File: config.mk
export PLATFORM = sky130hd
export DESIGN_NAME = stuff_reader
export DESIGN_NICKNAME = d
export VERILOG_FILES = /design/src/rtl/stuff_reader.sv
export SDC_FILE = /design/constraint.sdc
export NUM_CORES = 1
export LEC_CHECK = 0
export ABC_AREA = 1
export CAP_MARGIN = 30
export CORE_MARGIN = 2
export CORE_UTILIZATION = 59
export DETAILED_ROUTE_END_ITERATION = 10
export PLACE_DENSITY_LB_ADDON = 0.12
export SLEW_MARGIN = 40
export SYNTH_ARGS = -nofsm -noshare
export SYNTH_HDL_FRONTEND = slang
export SYNTH_SLANG_ARGS = --single-unit
File: constraint.sdc
create_clock -name clock -period 6.7 [get_ports clock]
set_clock_uncertainty 0.1 [all_clocks]
set_input_delay 1.34 -clock clock [delete_from_list [all_inputs] [get_ports clock]]
set_output_delay 1.34 -clock clock [all_outputs]
set_load 0.02 [all_outputs]
File: src/rtl/stuff_reader.sv
// stuff_reader: rebuilds the five product slot registers p0..p4 from a stream of 11-bit
// product records {productNumber[2:0], count[3:0], price[3:0]}. Records land in shadow
// registers and are committed atomically only when a complete, error-free load finishes.
//
// Optional feature macro: STUFF_READER_CHECKSUM_EN -- after the fifth record a sixth word
// is expected that must equal the XOR of the five received words.
//
// Ports:
//   clock     rising-edge clock
//   reset_n   asynchronous active-low reset
//   start     single-cycle load request, honoured in IDLE only
//   in_valid  record on in_data is valid
//   in_data   11-bit record
//   in_ready  block can accept a record this cycle
//   p0..p4    committed product slots (registered)
//   busy      load in progress (state other than IDLE)
//   done      one-cycle pulse in the COMMIT cycle of a successful load
//   err       sticky: last load failed; cleared by the next accepted start
//   err_code  00 none, 01 bad slot, 10 duplicate slot, 11 timeout/checksum
module stuff_reader #(
  parameter int unsigned TIMEOUT = 16,
  parameter int unsigned CNT_W   = 8
) (
  input  logic        clock,
  input  logic        reset_n,
  input  logic        start,
  input  logic        in_valid,
  input  logic [10:0] in_data,
  output logic        in_ready,
  output logic [10:0] p0,
  output logic [10:0] p1,
  output logic [10:0] p2,
  output logic [10:0] p3,
  output logic [10:0] p4,
  output logic        busy,
  output logic        done,
  output logic        err,
  output logic [1:0]  err_code
);

  typedef enum logic [1:0] {StIdle, StLoad, StCheck, StCommit} state_e;

  state_e state_q, state_d;

  logic [10:0]      shadow_q [5];
  logic [10:0]      shadow_d [5];
  logic [10:0]      p_q      [5];
  logic [4:0]       mask_q, mask_d;
  logic [2:0]       rec_cnt_q, rec_cnt_d;
  logic [CNT_W-1:0] tmo_q, tmo_d, tmo_inc;
  logic [1:0]       err_code_q, err_code_d;
  logic             err_q;
`ifdef STUFF_READER_CHECKSUM_EN
  logic [10:0]      xor_q, xor_d;
`endif

  logic       hs;
  logic       tmo_hit;
  logic       commit_entry;
  logic [2:0] idx;

  assign hs      = in_valid & in_ready;
  assign idx     = in_data[10:8];
  assign tmo_inc = tmo_q + CNT_W'(1);
  // Timeout fires on the idle cycle that would bring the counter to TIMEOUT.
  assign tmo_hit = in_ready & ~hs & (tmo_inc == CNT_W'(TIMEOUT));
  assign commit_entry = (state_d == StCommit) && (state_q != StCommit);

  // State register
  always_ff @(posedge clock or negedge reset_n) begin
    if (!reset_n) begin
      state_q <= StIdle;
    end else begin
      state_q <= state_d;
    end
  end

  // Next-state logic
  always_comb begin
    state_d = state_q;
    case (state_q)
      StIdle: begin
        if (start) state_d = StLoad;
      end
      StLoad: begin
        if (hs && rec_cnt_q == 3'd4) begin
`ifdef STUFF_READER_CHECKSUM_EN
          state_d = StCheck;
`else
          state_d = StCommit;
`endif
        end else if (tmo_hit) begin
          state_d = StCommit;
        end
      end
`ifdef STUFF_READER_CHECKSUM_EN
      StCheck: begin
        if (hs || tmo_hit) state_d = StCommit;
      end
`endif
      StCommit: state_d = StIdle;
      default:  state_d = StIdle;
    endcase
  end

  // FSM outputs
  always_comb begin
    in_ready = (state_q == StLoad) || (state_q == StCheck);
    busy     = (state_q != StIdle);
    done     = (state_q == StCommit) && (err_code_q == 2'b00);
  end

  // Datapath next-state: shadow fill, slot checks, counters, first-error capture
  always_comb begin
    shadow_d   = shadow_q;
    mask_d     = mask_q;
    rec_cnt_d  = rec_cnt_q;
    tmo_d      = tmo_q;
    err_code_d = err_code_q;
`ifdef STUFF_READER_CHECKSUM_EN
    xor_d      = xor_q;
`endif
    case (state_q)
      StIdle: begin
        if (start) begin
          shadow_d   = '{default: '0};
          mask_d     = '0;
          rec_cnt_d  = '0;
          tmo_d      = '0;
          err_code_d = 2'b00;
`ifdef STUFF_READER_CHECKSUM_EN
          xor_d      = '0;
`endif
        end
      end
      StLoad: begin
        if (hs) begin
          rec_cnt_d = rec_cnt_q + 3'd1;
          tmo_d     = '0;
`ifdef STUFF_READER_CHECKSUM_EN
          xor_d     = xor_q ^ in_data;
`endif
          if (idx >= 3'd5) begin
            if (err_code_q == 2'b00) err_code_d = 2'b01;
          end else if (mask_q[idx]) begin
            if (err_code_q == 2'b00) err_code_d = 2'b10;
          end else begin
            shadow_d[idx] = in_data;
            mask_d[idx]   = 1'b1;
          end
        end else begin
          tmo_d = tmo_inc;
          if (tmo_hit && err_code_q == 2'b00) err_code_d = 2'b11;
        end
      end
`ifdef STUFF_READER_CHECKSUM_EN
      StCheck: begin
        if (hs) begin
          tmo_d = '0;
          if (in_data != xor_q && err_code_q == 2'b00) err_code_d = 2'b11;
        end else begin
          tmo_d = tmo_inc;
          if (tmo_hit && err_code_q == 2'b00) err_code_d = 2'b11;
        end
      end
`endif
      default: ;
    endcase
  end

  // Datapath registers. Slots and err are updated on the edge entering COMMIT so that
  // they are already valid while done is high.
  always_ff @(posedge clock or negedge reset_n) begin
    if (!reset_n) begin
      shadow_q   <= '{default: '0};
      p_q        <= '{default: '0};
      mask_q     <= '0;
      rec_cnt_q  <= '0;
      tmo_q      <= '0;
      err_code_q <= 2'b00;
      err_q      <= 1'b0;
`ifdef STUFF_READER_CHECKSUM_EN
      xor_q      <= '0;
`endif
    end else begin
      shadow_q   <= shadow_d;
      mask_q     <= mask_d;
      rec_cnt_q  <= rec_cnt_d;
      tmo_q      <= tmo_d;
      err_code_q <= err_code_d;
`ifdef STUFF_READER_CHECKSUM_EN
      xor_q      <= xor_d;
`endif
      if (state_q == StIdle && start) begin
        err_q <= 1'b0;
      end else if (commit_entry) begin
        if (err_code_d == 2'b00) begin
          p_q <= shadow_d;
        end else begin
          err_q <= 1'b1;
        end
      end
    end
  end

  assign p0       = p_q[0];
  assign p1       = p_q[1];
  assign p2       = p_q[2];
  assign p3       = p_q[3];
  assign p4       = p_q[4];
  assign err      = err_q;
  assign err_code = err_code_q;

endmodule

==> impl.org <==
** Worst setup path
- For this design, the slowest cell found on the critical path is sky130_fd_sc_hd__nand3_4.
- R2r startpoint :: state_q[1]
- Among the stages of the critical path, the cell type that occurs most often is sky130_fd_sc_hd__nand2_1.
- Data arrival time of the critical path :: 3.98 ns
- WS Path Type :: in -> reg
- Measured in cells, the most critical reg-to-reg path has a length of 12.
- Data required time of the critical path :: 6.99 ns
- Maximum fanout along the worst path :: 57
- Cell breakdown of the critical path :: clkdlybuf4s50_1, inv_1, nand3_1, nor2_1, nand2_1, nor2_1, nand3_1, nand3_1, nand2_1, nor2_4, buf_4, nand3_4, nand2_1, nand2_1
- The setup check on the worst reg-to-reg path leaves a slack of 3.20 ns.
- Endpoint of the lowest-slack register-to-register path :: p3[9]
- On the worst path, the slowest cell contributes a delay of 0.56 ns.
- CP Launch Type :: input port
- Sort of element at the end of the critical path :: register

** Cells and area
- In the layout the commonest cells are sky130_fd_sc_hd__nand2_1, sky130_fd_sc_hd__dfrtp_1, sky130_fd_sc_hd__inv_1, sky130_fd_sc_hd__clkdlybuf4s50_1, sky130_fd_sc_hd__nand3_1.
- The library cell used most frequently in the layout, excluding fill and tap cells, is sky130_fd_sc_hd__nand2_1.
- At the end of the flow the core is filled with cells to 0.760.
- Proportion of layout cells with a drive suffix above 1 :: 0.0666
- The layout has 614 filler cells.
- Area Growth Syn to Fin :: 25.2%
- The repair_antennas step left the layout with diodes totalling 0.
- At the end of the flow, the number of nets in the layout was 733.

** Synthesis
- The synthesized design spends more area on one cell type than any other, namely sky130_fd_sc_hd__dfrtp_1.
- Synth top area cells :: sky130_fd_sc_hd__dfrtp_1, sky130_fd_sc_hd__nand2_1, sky130_fd_sc_hd__nand3_1, sky130_fd_sc_hd__inv_1, sky130_fd_sc_hd__o22ai_1
- Number of distinct standard cells referenced by the synthesized netlist :: 33
- Cell count after synthesis :: 632
- Mapped Area :: 5610 um2
- The number of nets in the synthesized netlist is 655.
- The share of the Yosys chip area taken by registers is 0.584.
- Number of enable-type register cells in the synthesized netlist :: 0
- Post-synth top area share :: 0.584
- Count of synthesis-stage warnings from yosys :: 0
- The synthesized design contains 131 register bits.
- The most used flip-flop cell after synthesis is sky130_fd_sc_hd__dfrtp_1.
- After synthesis, the share of flip-flops with an asynchronous set or reset is 1.00.
- Dividing the synthesized area by the synthesized cell count gives 8.88 um2.

** STA
- Setup violations remaining at the end of the flow were counted as 0.
- The clock period could shrink to 3.69 ns.
- Fin. Hold Viols :: 0
- Final critical-path setup slack :: 3.01 ns
- Timing would allow up to 271 MHz.
- Measured against its own limit, the worst slew margin works out to 0.512.
- Slew at the pin closest to its max-slew limit :: 0.732 ns
- Adding up every negative setup slack in the final design gives 0 ns.
- The final number of max-transition violations is 0.
- Final worst path period share :: 0.551
- Setup repair after global routing left no endpoint under its margin.

** Routing
- The first TritonRoute pass finished after 4 iterations.
- Antenna-violating nets left :: 0
- For this run, design rule violations remaining after detail routing come to 0.
- Across all layers, the routed design uses 4616 vias.
- The detailed router finished its first iteration with 307 violations.
- After detailed routing, the number of vias per cell comes to 5.43.
- The final layout contains routed wiring with a total length of 13.4 mm.
- After detailed routing, the average wire length per cell comes to 15.8 um.

** Placed design
- Routability-driven placement finished with a final weighted congestion of 0.896.
- Detailed placement finished with a half-perimeter wire length of 8.58 mm.
- PortBufs :: 75
- Before CTS, the worst setup slack after placement is 2.53 ns.

** Global routing
- GRT Residual Overflow :: 0
- First-pass GRT wire length :: 22.5 mm
- Entering global routing, the biggest net connects 81 pins.
- Antenna violations before repair :: 0
- Total Routing Usage GR :: 0.280
- Number of global-route vias before repair :: 4692

** Power and ir drop
- For this design the ratio of total power to cell area is 398 nW/um2.
- Sum of internal, switching and leakage power :: 2.79 mW
- IR analysis of the VDD net gives a maximum drop of 0.294 mV.
- Net switching power figure :: 988 uW
- Of the total power, the share spent switching nets is 0.354.
- The share of total power dissipated in combinational logic is 0.294.
- Of the total power, registers draw 0.363.
- Internal power comes to 1.81 mW.
- The share of total power dissipated in the clock network is 0.343.
- Summed over all cells, the static leakage comes to 3.55 nW.

** Outcome
- The flow ran to the end, and the final reports show no timing, DRC or antenna violations.

** Die
- Die width :: 102 um
- For this configuration, the core starts out at a cell density of 0.607.
- Die area :: 10300 um2
- I/O pin count :: 76
- The die is 102 um tall.
- In this run the standard cell core region covers 9240 um2.
- The floorplan has 35 rows.

** Worst hold path
- In this run the worst hold path is classified as reg -> reg.
- Hold wc startpoint :: p3[4]
- Endpoint of the worst hold-timing path :: p3[4]
- Along the worst hold path, the cell count comes to 2.

** Clocking
- The H-tree was split into 4 levels.
- The clock passes through at most 2 buffers.
- Counting the buffers created by CTS gives 17.
- For the worst-skew pair, the clock arrives at the later sink with an insertion delay of 0.51 ns.
- Buffer type at the clock tree root :: sky130_fd_sc_hd__clkbuf_8
- Number of setup buffers added after CTS :: 0
- For this design, the CTS-stage hold fixing added 0 buffers.
- After clock tree synthesis, the clock-pin slew on the worst setup and hold paths is 0.06 ns.
- Counting every sink on the clock net gives 131.
- Once the clock tree was built, the resizer swapped 0 gates to a different size.
- TritonCTS built the clock tree.

** Run
- Number of maximum-capacitance constraint violations :: 0
[state kept, by name, indices dropped and copies added (netlist names)]
signal and flops:
p1 11, err_code 2, shadow_q 55, err 1, p0 11, rec_cnt_q 3, tmo_q 8, p2 11
state_q 2, p3 11, mask_q 5, p4 11
[worst max-delay path, delay by kind of cell]
kind	cells	cell delay, ns
buffers and inverters	3	0.99
and+or+nand+nor	11	1.63
[metrics by stage]
step / area (um2) / hold WS (ns) / cells
3_5_place_dp: 6410 / 0.359 / 820
6_report: 7030 / 0.369 / 850
4_1_cts: 7020 / 0.373 / 850
3_3_place_gp: 6410 / 0.348 / 820
5_1_grt: 7030 / 0.388 / 850
2_1_floorplan: 5610 / 0.331 / 632
[cells in the mapped netlist, drive strengths merged, types with 6 or more instances]
library cell and number:
ha 8, dfrtp 131, nor2 40, o21ai 25, nand4 6, nand2 210
buf 17, o22ai 25, nand3 75, a21oi 8, inv 76
[layer usage]
layer | GRT usage | up-vias | wire length [um]
li1 | - | 2167 | -
met1 | 0.381 | 2259 | 5920
met2 | 0.455 | 171 | 6630
met3 | 0.0538 | 19 | 712
met4 | 0.0988 | 0 | 173
met5 | 0 | - | 0
[logic make-up (layout without fill, tap and decap cells)]
kind of cell / count (synthesis) / count (layout) / share of synthesized area
buffers and inverters: 97 / 186 / 0.0758
AND/OR/NAND/NOR: 334 / 334 / 0.255
XOR/XNOR: 1 / 1 / 0.00156
adder cells (fa/ha/maj): 8 / 8 / 0.0178
flip-flops: 131 / 131 / 0.584
AO/OA/AOI/OAI: 61 / 61 / 0.0653
[worst max path at each step]
stage / cells past startpoint / to / from / slack (ns)
3_3_place_gp: 14 / p2[9] / in_valid / 2.68
4_1_cts: 12 / p3[9] / state_q[1] / 2.86
5_1_grt: 14 / p1[10] / in_valid / 2.72
6_report: 14 / p3[9] / in_valid / 3.01
2_1_floorplan: 11 / p2[0] / start / 3.96
3_5_place_dp: 14 / p3[9] / in_valid / 2.53
[power groups by stage]
stage                     logic [mW]  registers (mW)  clock network, mW
after CTS                      0.818            1.01              0.961
after floorplan                0.508            1.06                  0
after global routing           0.899            1.03              0.996
after global placement         0.783            1.02                  0
final                          0.820            1.01              0.959
after detailed placement       0.802            1.02                  0
[cell type report]
cell class / count / area [um2] / area share
sequential: 131 / 3280 / 0.467
multi-input combinational: 404 / 1910 / 0.272
timing repair buffer: 77 / 767 / 0.109
clock buffer: 19 / 432 / 0.0614
inverter: 79 / 297 / 0.0422
clock inverter: 11 / 180 / 0.0256
tap: 129 / 161 / 0.0230
No activity file was read; power rests on OpenSTA's default activity.
